===== src/rtl/step_planner_if.sv =====
// Command/status bundle between a motion sequencer (master) and step_planner (slave).
// Carries the move request inputs and the registered driver/status outputs.
interface step_planner_if #(
  parameter int POS_W = 12
);
  logic             start;
  logic             stop;
  logic             home;
  logic [POS_W-1:0] target;
  logic             enabler;
  logic             cwccw;
  logic             onoff;
  logic             busy;
  logic             done;
  logic [POS_W-1:0] position;

  modport master (
    output start, stop, home, target,
    input  enabler, cwccw, onoff, busy, done, position
  );

  modport slave (
    input  start, stop, home, target,
    output enabler, cwccw, onoff, busy, done, position
  );
endinterface


===== src/rtl/step_planner.sv =====
// Point-to-point stepper move planner: walks position toward a captured target,
// issuing one enabler pulse every PERIOD cycles, with stop/home/abort handling.
module step_planner #(
  parameter int PERIOD = 50_000_000,
  parameter int POS_W  = 12
) (
  input  logic         clk,
  input  logic         reseteo,
  step_planner_if.slave bus
);

  localparam int              DIV_W  = $clog2(PERIOD);
  localparam logic [DIV_W-1:0] RELOAD = DIV_W'(PERIOD - 1);

  localparam logic [1:0] S_IDLE = 2'd0;
  localparam logic [1:0] S_RUN  = 2'd1;
  localparam logic [1:0] S_DONE = 2'd2;

  logic [1:0]       r_state;
  logic [DIV_W-1:0] r_div;
  logic [POS_W-1:0] r_position;
  logic [POS_W-1:0] r_tgt;
  logic             r_enabler;
  logic             r_cwccw;
  logic             r_onoff;
  logic             r_busy;
  logic             r_done;

  logic [POS_W-1:0] w_basePos;
  logic [POS_W-1:0] w_stepPos;
  logic             w_accept;
  logic             w_tick;

  // Home takes effect before a simultaneous start, so the move is planned from 0.
  assign w_basePos = bus.home ? '0 : r_position;
  assign w_accept  = bus.start && !bus.stop;
  assign w_tick    = (r_div == '0);
  assign w_stepPos = r_cwccw ? (r_position + POS_W'(1)) : (r_position - POS_W'(1));

  always_ff @(posedge clk or negedge reseteo) begin
    if (!reseteo) begin
      r_state    <= S_IDLE;
      r_div      <= '0;
      r_position <= '0;
      r_tgt      <= '0;
      r_enabler  <= 1'b0;
      r_cwccw    <= 1'b0;
      r_onoff    <= 1'b0;
      r_busy     <= 1'b0;
      r_done     <= 1'b0;
    end else begin
      r_enabler <= 1'b0;
      r_done    <= 1'b0;
      case (r_state)
        S_IDLE: begin
          if (bus.home) r_position <= '0;
          if (w_accept) begin
            r_tgt   <= bus.target;
            r_div   <= RELOAD;
            r_cwccw <= (bus.target > w_basePos);
            r_busy  <= 1'b1;
            if (bus.target != w_basePos) begin
              r_state <= S_RUN;
              r_onoff <= 1'b1;
            end else begin
              r_state <= S_DONE;
              r_done  <= 1'b1;
            end
          end
        end
        S_RUN: begin
          // Stop wins over a coinciding divider expiry: no pulse, position frozen.
          if (bus.stop) begin
            r_state <= S_IDLE;
            r_onoff <= 1'b0;
            r_busy  <= 1'b0;
          end else if (w_tick) begin
            r_div      <= RELOAD;
            r_enabler  <= 1'b1;
            r_position <= w_stepPos;
            if (w_stepPos == r_tgt) begin
              r_state <= S_DONE;
              r_onoff <= 1'b0;
              r_done  <= 1'b1;
            end
          end else begin
            r_div <= r_div - DIV_W'(1);
          end
        end
        S_DONE: begin
          r_state <= S_IDLE;
          r_busy  <= 1'b0;
        end
        default: begin
          r_state <= S_IDLE;
          r_onoff <= 1'b0;
          r_busy  <= 1'b0;
        end
      endcase
    end
  end

  assign bus.enabler  = r_enabler;
  assign bus.cwccw    = r_cwccw;
  assign bus.onoff    = r_onoff;
  assign bus.busy     = r_busy;
  assign bus.done     = r_done;
  assign bus.position = r_position;

endmodule


===== src/flat_wrapper.sv =====
// flat-port wrapper written by rule: the top's interface ports become plain ports
module step_planner_flat 
#(
  parameter int PERIOD = 50_000_000,
  parameter int POS_W  = 12
)
  (clk, reseteo, bus_start, bus_stop, bus_home, bus_target, bus_enabler, bus_cwccw, bus_onoff, bus_busy, bus_done, bus_position);
  step_planner_if #(.POS_W(POS_W)) bus_i ();
  input  logic clk;
  input  logic reseteo;
  input wire logic [$bits(bus_i.start)-1:0] bus_start;
  input wire logic [$bits(bus_i.stop)-1:0] bus_stop;
  input wire logic [$bits(bus_i.home)-1:0] bus_home;
  input wire logic [$bits(bus_i.target)-1:0] bus_target;
  output wire logic [$bits(bus_i.enabler)-1:0] bus_enabler;
  output wire logic [$bits(bus_i.cwccw)-1:0] bus_cwccw;
  output wire logic [$bits(bus_i.onoff)-1:0] bus_onoff;
  output wire logic [$bits(bus_i.busy)-1:0] bus_busy;
  output wire logic [$bits(bus_i.done)-1:0] bus_done;
  output wire logic [$bits(bus_i.position)-1:0] bus_position;
  assign bus_i.start = bus_start;
  assign bus_i.stop = bus_stop;
  assign bus_i.home = bus_home;
  assign bus_i.target = bus_target;
  assign bus_enabler = bus_i.enabler;
  assign bus_cwccw = bus_i.cwccw;
  assign bus_onoff = bus_i.onoff;
  assign bus_busy = bus_i.busy;
  assign bus_done = bus_i.done;
  assign bus_position = bus_i.position;
  step_planner #(.PERIOD(PERIOD), .POS_W(POS_W)) u_core (.clk(clk), .reseteo(reseteo), .bus(bus_i));
endmodule

===== config.mk =====
export PLATFORM = sky130hd
export DESIGN_NAME = step_planner_flat
export DESIGN_NICKNAME = d
export VERILOG_FILES = /design/src/rtl/step_planner_if.sv /design/src/rtl/step_planner.sv /design/src/flat_wrapper.sv
export SDC_FILE = /design/constraint.sdc
export NUM_CORES = 1
export LEC_CHECK = 0
export ABC_CLOCK_PERIOD_IN_PS = 3600
export CORE_ASPECT_RATIO = 0.5
export CORE_MARGIN = 2
export CORE_UTILIZATION = 45
export DETAILED_ROUTE_END_ITERATION = 8
export PLACE_DENSITY = 0.64
export SLEW_MARGIN = 20
export SYNTH_ARGS = -nofsm -noshare
export SYNTH_HDL_FRONTEND = slang
export SYNTH_SLANG_ARGS = --single-unit

===== constraint.sdc =====
create_clock -name clk -period 3.6 [get_ports clk]
set_input_delay 1.08 -clock clk [delete_from_list [all_inputs] [get_ports clk]]
set_output_delay 1.08 -clock clk [all_outputs]
set_load 0.02 [all_outputs]

==> run summary <==
SYNTH
------------------------------------------------------------------------------------------------------
Proportion of synthesized flip-flops having asynchronous set or reset                             100%
Dominant combinational cell family by area after synthesis                                simple AND/OR/NAND/NOR gates
Post-Synth XOR/XNOR Area                                                                         8.42%
Share of synthesized area occupied by flip-flops and latches                                     36.9%
Most common cell in the synthesized netlist                                               sky130_fd_sc_hd__dfrtp_1
Register bit count reported by yosys                                                                57
Proportion of synthesized area in mux cells                                                      4.82%
Simple logic cell fraction of the synthesized area                                               22.5%
Instance count of the mapped netlist                                                               411
Net Count, Synth                                                                                   452
Top area cells in the synthesized netlist                                                 sky130_fd_sc_hd__dfrtp_1 (37%), sky130_fd_sc_hd__ha_1 (7.4%), sky130_fd_sc_hd__xnor2_1 (4.3%), sky130_fd_sc_hd__nor2_1 (4.0%), sky130_fd_sc_hd__mux2_2 (3.8%)
Yosys warning count                                                                                  0
Post-Synth Adder-Cell Area                                                                       7.96%
Average cell area after synthesis                                                             9.40 um2
Distinct cell type count of the synthesized netlist                                                 62
Number of enable flip-flop cells after synthesis                                                     0
Top cell type by total area after synthesis                                               sky130_fd_sc_hd__dfrtp_1
Most instantiated flip-flop cell in the synthesis netlist                                 sky130_fd_sc_hd__dfrtp_1
Cell Area, Synth                                                                              3860 um2
Commonest cells post-synth                                                                sky130_fd_sc_hd__dfrtp_1 (57), sky130_fd_sc_hd__nor2_1 (41), sky130_fd_sc_hd__a21oi_1 (25), sky130_fd_sc_hd__nand2_1 (25), sky130_fd_sc_hd__ha_1 (23)
Post-synthesis compound-gate area fraction                                                       17.0%
Proportion of netlist area held by the largest area contributor                                  36.9%

DIE
------------------------------------------------------------------------------------------------------
Height of the chip                                                                             69.5 um
Number of top-level design ports                                                                    34
Row Count                                                                                           23
Area of the die                                                                               9390 um2
Placeable core region                                                                         8170 um2
Overall die width                                                                               135 um
Effective utilization at floorplan                                                               47.3%

SETUP PATH
------------------------------------------------------------------------------------------------------
R2R Setup Slk                                                                                   260 ps
Arrival time at the worst endpoint                                                             3530 ps
CP Capture Type                                                                                   flop
Worst-path maximum fanout                                                                            8
Critical path launch point type                                                                   flop
Worst Setup Path Type                                                                          reg2reg
WP data required                                                                               3790 ps

CLOCKING
------------------------------------------------------------------------------------------------------
CTS Buffer Depth                                                                                     2
# resized after CTS                                                                                  0
Clock tree from TritonCTS                                                                         done
Clk_lat worst skew                                                                              330 ps
Clock Tree Root                                                                           sky130_fd_sc_hd__clkbuf_16
Number of sinks on the clock net                                                                    57
Setup Fix Bufs, Post-CTS                                                                             0
CTS Buf Count                                                                                        9
Clock transition at the register clock pins on the worst setup and hold paths after CTS          50 ps
Total of hold buffers inserted after clock tree synthesis                                            0
H-tree levels                                                                                        3

GLOBAL ROUTING
------------------------------------------------------------------------------------------------------
All-layer global routing usage                                                                   22.1%
Vias in the first global route                                                                    3240
Remaining global-route overflow                                                                      0
Initial antenna violation count                                                                      0
Wire length of the first global-routing pass                                                  16200 um
Maximum number of pins on one net before global-route repair                                        42

POWER AND IR DROP
------------------------------------------------------------------------------------------------------
Worst supply voltage drop on vdd                                                              0.251 mV
Total Power                                                                                    2500 uW
Leak pwr                                                                                    0.00189 uW
Power density of the placed cells                                                           537 nW/um2

PLACE
------------------------------------------------------------------------------------------------------
Placed instance area                                                                          4330 um2
Half-perimeter wire length after detailed placement                                            7120 um
Gp weighted congestion                                                                           0.904
I/O Buffers                                                                                         33

STA
------------------------------------------------------------------------------------------------------
Total negative setup slack                                                                        0 ps
Max Slew Vio Count                                                                                   0
Final clock skew                                                                               3.31 ps
Setup violators final                                                                                0
Slew at the pin closest to its max-slew limit                                                   926 ps
Share of the clock period used by the worst path                                                 92.7%
Fmax achieved                                                                                  300 MHz
Max transition margin                                                                            38.3%
Clock period minus final worst setup slack                                                     3340 ps
Unrepaired setup endpoints after global routing                                                     no
Final hold violation count                                                                           0

ROUTE
------------------------------------------------------------------------------------------------------
Overall via count from detail_route                                                               3277
Post-detailed-route count of antenna-violating nets                                                  0
Violation count after the first detailed-routing iteration                                         246
Detailed-route wire length per cell                                                            17.3 um
Highest metal layer with signal wires                                                             met4
Routed length on met1                                                                          4610 um
Post-detailed-routing wire length                                                              9760 um
Met3 layer wire length in the routed design                                                     516 um
Pre-antenna DRT Iters                                                                                5
Routed via count divided by cell count                                                            5.80
DRC violation count after routing                                                                    0
Met2 wire len                                                                                  4550 um

OUTCOME
------------------------------------------------------------------------------------------------------
Result of the run                                                                         finished clean

FINAL LAYOUT
------------------------------------------------------------------------------------------------------
Number of nets at the end of the flow                                                              489
Register area                                                                                 1430 um2
Multi-input gate area in the final layout                                                     2350 um2
Diodes inserted                                                                                      0
Area of all placed cells without fillers                                                      4670 um2
Fraction of layout instances using a drive strength above 1                                      11.5%
Filler Cell Count                                                                                  722
Synth-to-Final Area Change                                                                       20.7%

WORST HOLD PATH
------------------------------------------------------------------------------------------------------
Type of the tightest min-delay check                                                           reg2reg

RUN
------------------------------------------------------------------------------------------------------
Count of maximum capacitance violations                                                              0

==> placed cells by master, fill, tap and decap left out, types with 7 or more instances in the layout <==
master	n
sky130_fd_sc_hd__clkbuf_16	9
sky130_fd_sc_hd__dfrtp_1	57
sky130_fd_sc_hd__xnor2_1	19
sky130_fd_sc_hd__inv_1	11
sky130_fd_sc_hd__nor2_1	41
sky130_fd_sc_hd__buf_4	7
sky130_fd_sc_hd__nand4_1	9
sky130_fd_sc_hd__a22o_1	8
sky130_fd_sc_hd__a21oi_1	25
sky130_fd_sc_hd__nand2b_1	19
sky130_fd_sc_hd__ha_1	23
sky130_fd_sc_hd__nand3_1	9
sky130_fd_sc_hd__clkdlybuf4s50_1	32
sky130_fd_sc_hd__nor3_1	14
sky130_fd_sc_hd__a21o_1	11
sky130_fd_sc_hd__xor2_1	13
sky130_fd_sc_hd__o21ai_0	17
sky130_fd_sc_hd__nand2_1	25
sky130_fd_sc_hd__mux2_2	13
==> sequential cells by signal, indices dropped and copies added, names as in the netlist <==
register / count
u_core.r_state: 2
u_core.bus.enabler: 1
u_core.bus.busy: 1
u_core.bus.onoff: 1
u_core.r_tgt: 12
u_core.bus.position: 12
u_core.r_div: 26
u_core.bus.done: 1
u_core.bus.cwccw: 1
==> per-stage QoR <==
stage,utilization [%],hold slack [ps],instances,setup WS [ps]
after floorplan,-,462,411,568
after global placement,53.0,484,549,148
after detailed placement,53.0,501,549,158
after CTS,57.1,512,565,288
after global routing,57.1,547,565,6.43
final,57.1,508,565,262
==> path summary, 6_finish.rpt <==
path	from	endpoint	depth (start not counted)
max	u_core.bus.cwccw	u_core.bus.onoff	10
min	u_core.r_div[22]	u_core.r_div[22]	1
max reg2reg	u_core.bus.cwccw	u_core.bus.onoff	10
min reg2reg	u_core.r_div[22]	u_core.r_div[22]	1
max in group asynchronous	reseteo	u_core.bus.position[4]	2
min in group asynchronous	reseteo	u_core.r_div[23]	1
==> critical path: stages, from the launching register on <==
cell and delay [ps]:
sky130_fd_sc_hd__dfrtp_1 390, sky130_fd_sc_hd__inv_1 180, sky130_fd_sc_hd__buf_4 230, sky130_fd_sc_hd__ha_1 240, sky130_fd_sc_hd__a211oi_1 350, sky130_fd_sc_hd__o21ai_0 300
sky130_fd_sc_hd__and2_1 270, sky130_fd_sc_hd__a2111oi_0 540, sky130_fd_sc_hd__nand4_2 230, sky130_fd_sc_hd__nor4b_2 370, sky130_fd_sc_hd__a211oi_1 90
==> cell type report <==
type | count | share of cell area, %
Clock buffer | 12 | 5.50
Tap cell | 112 | 3.00
Inverter | 11 | 0.885
Timing Repair Buffer | 40 | 8.10
Multi-Input combinational cell | 329 | 50.3
Clock inverter | 4 | 1.61
Sequential cell | 57 | 30.6
==> cells by family after synthesis <==
logic type,count (synthesis)
simple gates,160
compound gates,94
mux,17
buf+inv,25
fa+ha+maj,24
xor+xnor,34
flops,57
==> power by group <==
group	switching, uW	leakage (uW)	total (uW)	internal, uW
Combinational	434	0.00107	782	348
Clock	305	0.000155	948	643
Sequential	75.1	0.000668	773	698
==> routing by layer <==
layer,global-route usage [%],vias to the layer above
li1,-,1573
met4,5.21,0
met5,0,-
met1,30.2,1600
met3,6.80,10
met2,34.5,94
Power figures use the tool's default switching activity.
